[config.mk]
export PLATFORM = sky130hd
export DESIGN_NAME = call_stack
export DESIGN_NICKNAME = d
export VERILOG_FILES = /design/src/rtl/call_stack.sv
export SDC_FILE = /design/constraint.sdc
export NUM_CORES = 1
export LEC_CHECK = 0
export CORE_MARGIN = 2
export CORE_UTILIZATION = 45
export DETAILED_ROUTE_END_ITERATION = 10
export PLACE_DENSITY = 0.68
export SYNTH_ARGS = -nofsm -noshare
export SYNTH_HDL_FRONTEND = slang
export SYNTH_SLANG_ARGS = --single-unit
export TNS_END_PERCENT = 100
[constraint.sdc]
create_clock -name clk -period 3.7 [get_ports clk]
set_input_delay 1.11 -clock clk [delete_from_list [all_inputs] [get_ports clk]]
set_output_delay 1.11 -clock clk [all_outputs]
set_load 0.005 [all_outputs]
[src/rtl/call_stack.sv]
// call_stack: CALL/RET decode with a hardware return-address stack; optional fault lock via CALL_STACK_FAULT_EN (the instruction type field is the port instr_type because "type" is a reserved word)
module call_stack #(
  parameter int DEPTH = 8
) (
  input  logic                     clk,
  input  logic                     rst_n,
  input  logic [1:0]               instr_type,
  input  logic [3:0]               opcode,
  input  logic [10:0]              call_addr,
  input  logic [18:0]              pc_current,
  input  logic                     program_end,
  output logic [18:0]              subroutine_pc_next,
  output logic                     subroutine_pc_src,
  output logic [$clog2(DEPTH):0]   depth,
  output logic                     stack_overflow,
  output logic                     stack_underflow,
  output logic                     stack_fault
);
  localparam int AW = $clog2(DEPTH);
  localparam int CW = AW + 1;
  typedef enum logic {RUN, FAULT} state_t;
  state_t state, state_nx;
  logic [18:0] mem [DEPTH];
  logic [CW-1:0] count;
  logic [18:0] pc_inc;
  logic is_call, is_ret, full, empty, push, pop, ovf_redirect;
  // decode, stack bookkeeping and same-cycle redirect selection
  always_comb begin
    pc_inc = pc_current + 19'd1;
    is_call = rst_n && !program_end && state == RUN && instr_type == 2'b10 && opcode == 4'b0101;
    is_ret = rst_n && !program_end && state == RUN && instr_type == 2'b10 && opcode == 4'b0110;
    full = count == CW'(DEPTH);
    empty = count == '0;
    push = is_call && !full;
    pop = is_ret && !empty;
    stack_overflow = is_call && full;
    stack_underflow = is_ret && empty;
`ifdef CALL_STACK_FAULT_EN
    ovf_redirect = 1'b0;
    state_nx = (stack_overflow || stack_underflow) ? FAULT : state;
`else
    ovf_redirect = stack_overflow;
    state_nx = RUN;
`endif
    subroutine_pc_src = push || pop || ovf_redirect;
    subroutine_pc_next = (push || ovf_redirect) ? {8'd0, call_addr} :
                         pop ? mem[AW'(count - CW'(1))] : pc_inc;
    depth = count;
    stack_fault = state == FAULT;
  end
  // stack pointer and fault state; reset clears pending returns
  always_ff @(posedge clk) begin
    if (!rst_n) begin
      count <= '0;
      state <= RUN;
    end else begin
      state <= state_nx;
      count <= push ? count + CW'(1) : pop ? count - CW'(1) : count;
    end
  end
  // return-address storage, left untouched by reset
  always_ff @(posedge clk) begin
    if (push) mem[AW'(count)] <= pc_inc;
  end
endmodule

# Yosys cells after proc, flatten, opt, wreduce, memory -nomap -nowiden
# Memory sizes are Yosys's and may differ from the RTL's.
# Index checks and enable logic that the tools add are counted.
# word_totals
regBits	4
ramBits	152
in_bits	39
mem_count	1
# mem_list
name	depth	word_bits	rd	rd_ports_with_merged_regs	wr	line_no	text
mem	8	19	1	0	1	23	logic [18:0] mem [DEPTH];
# op_classes
addsub	3
eq_ne	4
muxes	6
n_reduce_logical	16
# op_table
cell	count
19-bit two-way mux	2
19-bit by 1-bit adder with 19-bit output (second input constant)	1
4-bit by 3-bit equality test with 1-bit output (second input constant)	2
1-bit logical AND	8
4-bit two-way mux	2
4-bit by 1-bit adder with 4-bit output (second input constant)	1
4-bit equality test (second input constant)	1
4-bit zero test	1
4-bit by 1-bit subtractor with 4-bit output (second input constant)	1
1-bit zero test	3
1-bit logical OR	3
2-bit equality test (second input constant)	1
1-bit two-way mux	2
2-bit nonzero test	1

# Depth between registers and ports, before layout
# logic_depth
depth_word	7
depth_mapped	10

# Worst setup path after synthesis
# Ideal clock, no wire load.
# synth_timing
path_type	input -> register
startpoint	input instr_type[0]
endpoint	memory mem[2][0] (enable)
setup_time_ns	0.419
arrival_time_ns	3.364
slack_ns	-0.083
stages	5
path_buffers	0
path_cell_list	and4bb_2 nand3_2 a21oi_1 nand2b_1 nor3_1
# synth_via
elab_chain_cells	6
# synth_lines
item	line_no	text
start, declared	7	input logic [1:0] instr_type,
2-bit equality test	30	is_call = rst_n && !program_end && state == RUN && instr_type == 2'b10 && opcode == 4'b0101;
1-bit logical AND (2 in series)	30	
1-bit logical AND	34	push = is_call && !full;
1-bit two-way mux	63	if (push) mem[AW'(count)] <= pc_inc;
1-bit two-way mux (not written as such)	63	
end, declared	23	
# No other way between the ends.

# Worst setup path after layout
# layout_timing
startpoint	input pc_current[4]
endpoint	output subroutine_pc_next[13]
# layout_via
elab_chain_cells	3
# layout_lines
item	line_no	text
start, declared	10	input logic [18:0] pc_current,
19-bit by 1-bit adder with 19-bit output	29	pc_inc = pc_current + 19'd1;
via pc_inc[13]	25	logic [18:0] pc_inc;
19-bit two-way mux	47	pop ? mem[AW'(count - CW'(1))] : pc_inc;
19-bit two-way mux	46	subroutine_pc_next = (push || ovf_redirect) ? {8'd0, call_addr} :
end, declared	12	output logic [18:0] subroutine_pc_next,
# The timed path passes the listed nets, and every way through them passes these cells.

==> metrics list <==
* Remaining design rule violation count: 0
- Antenna Diode Count: 0
- The critical path crosses 10 cells after its start point.
- For the worst setup path, the data arrival time is between 2 and 3 ns.
- Relative contribution of combinational cells to total power: 5.0%
- In this run the cell area measured after placement is between 0.008 and 0.009 sq mm.
- Counting both buffers and inverters, the worst setup path holds a total of 5.
* NetSw: 778.1 uW
- The number of max-slew violations in the final report came to 0.
* Sequential cell area: around 0.0046 sq mm
- The synthesized design contains roughly 160 register bits.
* Required time worst endpoint: 2.59 ns
- Once the floorplan was initialized, standard cells occupied around 46% of the core.
- Proportion of register bits with asynchronous set or reset after synthesis: 0%
* Gr usage total: between 20 and 25%
* Internal power consumption: about 3300 uW
- The worst register-to-register path ends at depth[0].
- Number of detailed-routing iterations run before antenna repair: 5
* Critical Path Max Stage Delay: about 0.28 ns
- For this design, the slowest cell found on the critical path is nor4_4.
* Setup slack after placement: -1.010 ns
- 66 I/O pins were placed.
* Layout Area Growth over Synthesis: 39.69%
* Final non-filler cell total: 776
- After synthesis, the mean cell area works out to roughly 17 sq um.
- The number of antenna violations at the first check in global routing is 0.
* Post-route standard cell area excluding fillers: around 0.0094 sq mm
- Sequential fraction of the synthesis area: 69.07%
- Placer congestion estimate: between 0.8 and 0.9
- Net count after synthesis: 435
- Final hold violation count: 0
- Half-perimeter wire length of the detailed placement result: between 10000 and 15000 um
* Setup tns final: 0 ns
* Worst IR Drop VDD: approximately 0.34 mV
* Cts-stage hold buffer count: 0
* Top post-synthesis cells by count: edfxtp_1 (152), nand2_1 (42), mux4_2 (38), nand3_1 (11), nor2_1 (11)
* Yosys warning total: 0
* Fraction of layout instances using a drive strength above 1: 46.79%
- Pin count of the biggest net entering global routing: between 40 and 50
- The final layout contains about 620 nets.
- Worst skew pair latency: between 0.4 and 0.5 ns
- Drt initial violations: approximately 440
- In this run, placement finished with an instance count of around 720.
- Of the total power, the share spent switching nets is between 10% and 20%.
- After synthesis, the netlist uses 46 different library cells.
- The most critical setup path has its startpoint at pc_current[4].
- Crit start category: input port
* Min Clock Period, post-route: ~3.7 ns
* Post-Synthesis Cell Area: about 0.0067 sq mm
- Ordered list of cells on the worst path: buf_6 -> nand4_4 -> buf_6 -> buf_6 -> nor4_4 -> xor2_1 -> buf_4 -> nor2_4 -> a211oi_2 -> buf_2
- Core box area: approximately 0.015 sq mm
- Across all layers, the routed design uses ~4300 vias.
- Worst Path Max Fanout: 4
* Port Buffer Count: 64
- Root cell of the clock tree: clkbuf_16
- Setup violations remaining at the end of the flow were counted as 0.
- The tool flagged a number of max-cap violations equal to 0.
- The floorplan step defined a die boundary enclosing between 0.015 and 0.02 sq mm.
* Chip Height: 126.2 um
- Row count: 44
- The clock passes through at most 2 buffers.
- Overall power consumption: a little over 4000 uW
- After clock tree synthesis, the clock-pin slew on the worst setup and hold paths is ~0.06 ns.
- Worst R2R Path Depth: 11
* Antenna violation net count after detailed routing: 0
- Clock network fraction of design power: 47.5%
- The clock drives 156 sinks.
* Run status: completed
- Reg-to-Reg Start: depth[0]
* Number of fill cells: around 1000
- The via count of the first global-routing pass was around 4400.
* Crit path to: subroutine_pc_next[13]
* Kind of end point of the critical path: output pin
- Setup repair after global routing could not meet its margin everywhere.
* Commonest register cell after synthesis: edfxtp_1
- In this run the register-to-register setup slack is ~1.3 ns.
* Clock tree from TritonCTS: done
- Clock H-tree levels: 4
- The multi-input combinational cells in the finished layout cover a total of between 0.002 and 0.0025 sq mm.
- After detailed routing, the average wire length per cell comes to 21.05 um.
* Area share of the largest cell type after synthesis: about 68%
- Measured along the x axis, the die boundary spans approximately 130 um.
- Final worst setup slack: ~0.011 ns
- After technology mapping, the gate count stands at between 300 and 400.
- Classification of the worst setup path: in2out
- Among cell families on the critical path, the largest total delay comes from buffers and inverters.
* Number of enable-type register cells in the synthesized netlist: approximately 150
- First-pass GRT wire length: roughly 25000 um
- Static Leakage: ~0.0034 uW
* Worst Hold Class: reg2reg
* Period utilisation layout: ~100%
- Max Fclk: 271.1 MHz
* Proportion of power drawn by flip-flops and latches: 47.4%
- TritonCTS created 17 clock buffers.
- edfxtp_1 takes more of the synthesized area than any other cell.
- Skew final: ~0.0044 ns
- For this block, the routed nets add up to roughly 16000 um of wire.
* Aggregate global routing overflow: 0
* Top cells by area in the synthesized netlist: edfxtp_1 (68%), mux4_2 (13%), nand2_1 (2.3%), xor2_1 (1.3%), dfxtp_1 (1.2%)
* Most frequent cell on the critical path: buf_6
- Pwr Density: 436.2 mW/mm^2
- Vias per std cell: about 5.6
- Among all cell types in the netlist, the one instantiated most often is edfxtp_1.
==> logic make-up (layout without fill, tap and decap cells) <==
family / count (synthesis) / count (layout) / share of synthesized area (%)
AO/OA/AOI/OAI: 38 / 38 / 3.666
XOR/XNOR: 20 / 20 / 2.717
adder cells (fa/ha/maj): 3 / 3 / 0.5583
buffers and inverters: 25 / 224 / 1.749
flip-flops: 156 / 156 / 69.07
multiplexers: 45 / 45 / 13.77
other: 1 / 1 / 0.05577
AND/OR/NAND/NOR: 105 / 105 / 8.411
==> worst min-delay path: cells and delay by family (launching register included) <==
family / cells / cell delay, ns
DFF: 1 / 0.39
and+or+nand+nor: 1 / 0.15
xor gates and xnor gates: 1 / 0.09
==> stage by stage <==
step           hold slack (ns)  util [%]
2_1_floorplan           0.6068         -
6_report                0.6729     64.38
5_1_grt                 0.7018     64.38
4_1_cts                 0.6748     64.19
3_3_place_gp            0.6253     57.11
3_5_place_dp            0.6579     57.11
==> power by group through the flow <==
stage / registers (uW) / clock network, uW / logic (uW)
detailed placement: 1980 / 0 / 201
floorplan: 1980 / 0 / 60.7
CTS: 1940 / 1970 / 201
finish: 1940 / 1950 / 207
global route: 1940 / 2040 / 222
global placement: 1980 / 0 / 196
==> routing by layer <==
metal  GRT usage (%)  vias up  part of all wire [%]
li1                -     1937                     -
met1           28.43     2228                    41
met2           35.55      142                    52
met3           5.013       24                   5.9
met4           7.046        0                   1.7
met5               0        -                     0
==> cell usage in the layout, fill, tap and decap left out, drive strengths merged, types with 11 or more instances in the layout <==
cell             n
edfxtp         152
buf            147
nand2           42
mux4            38
clkbuf          26
clkdlybuf4s50   20
o21ai           14
nand3           12
nor2            12
xor2            11
==> worst min path at each step <==
stage	cells past startpoint	slack [ns]	endpoint	start
6_report	2	0.67	depth[3]	depth[3]
2_1_floorplan	2	0.61	depth[3]	depth[3]
4_1_cts	2	0.67	depth[3]	depth[3]
5_1_grt	2	0.70	depth[3]	depth[3]
3_5_place_dp	2	0.66	depth[3]	depth[3]
3_3_place_gp	2	0.63	depth[3]	depth[3]
==> what timing repair did <==
item | 4_1_cts | 5_1_grt
resized for setup | 183 | 35
setup endpoints to repair | 22 | 17
gates cloned | 1 | 0
pin swaps | 33 | 13
setup buffers | 28 | 3
==> flip-flops by register name (all words and copies together) (netlist names) <==
signal,cells
mem,152
depth,4
==> area by class of cell <==
cell class / count / area share, %
sequential: 156 / 49.46
tap: 184 / 2.451
clock inverter: 14 / 2.584
multi-input combinational: 212 / 23.79
clock buffer: 18 / 4.569
timing repair buffer: 186 / 16.90
inverter: 6 / 0.2398
(Power assumes the default switching activity.)
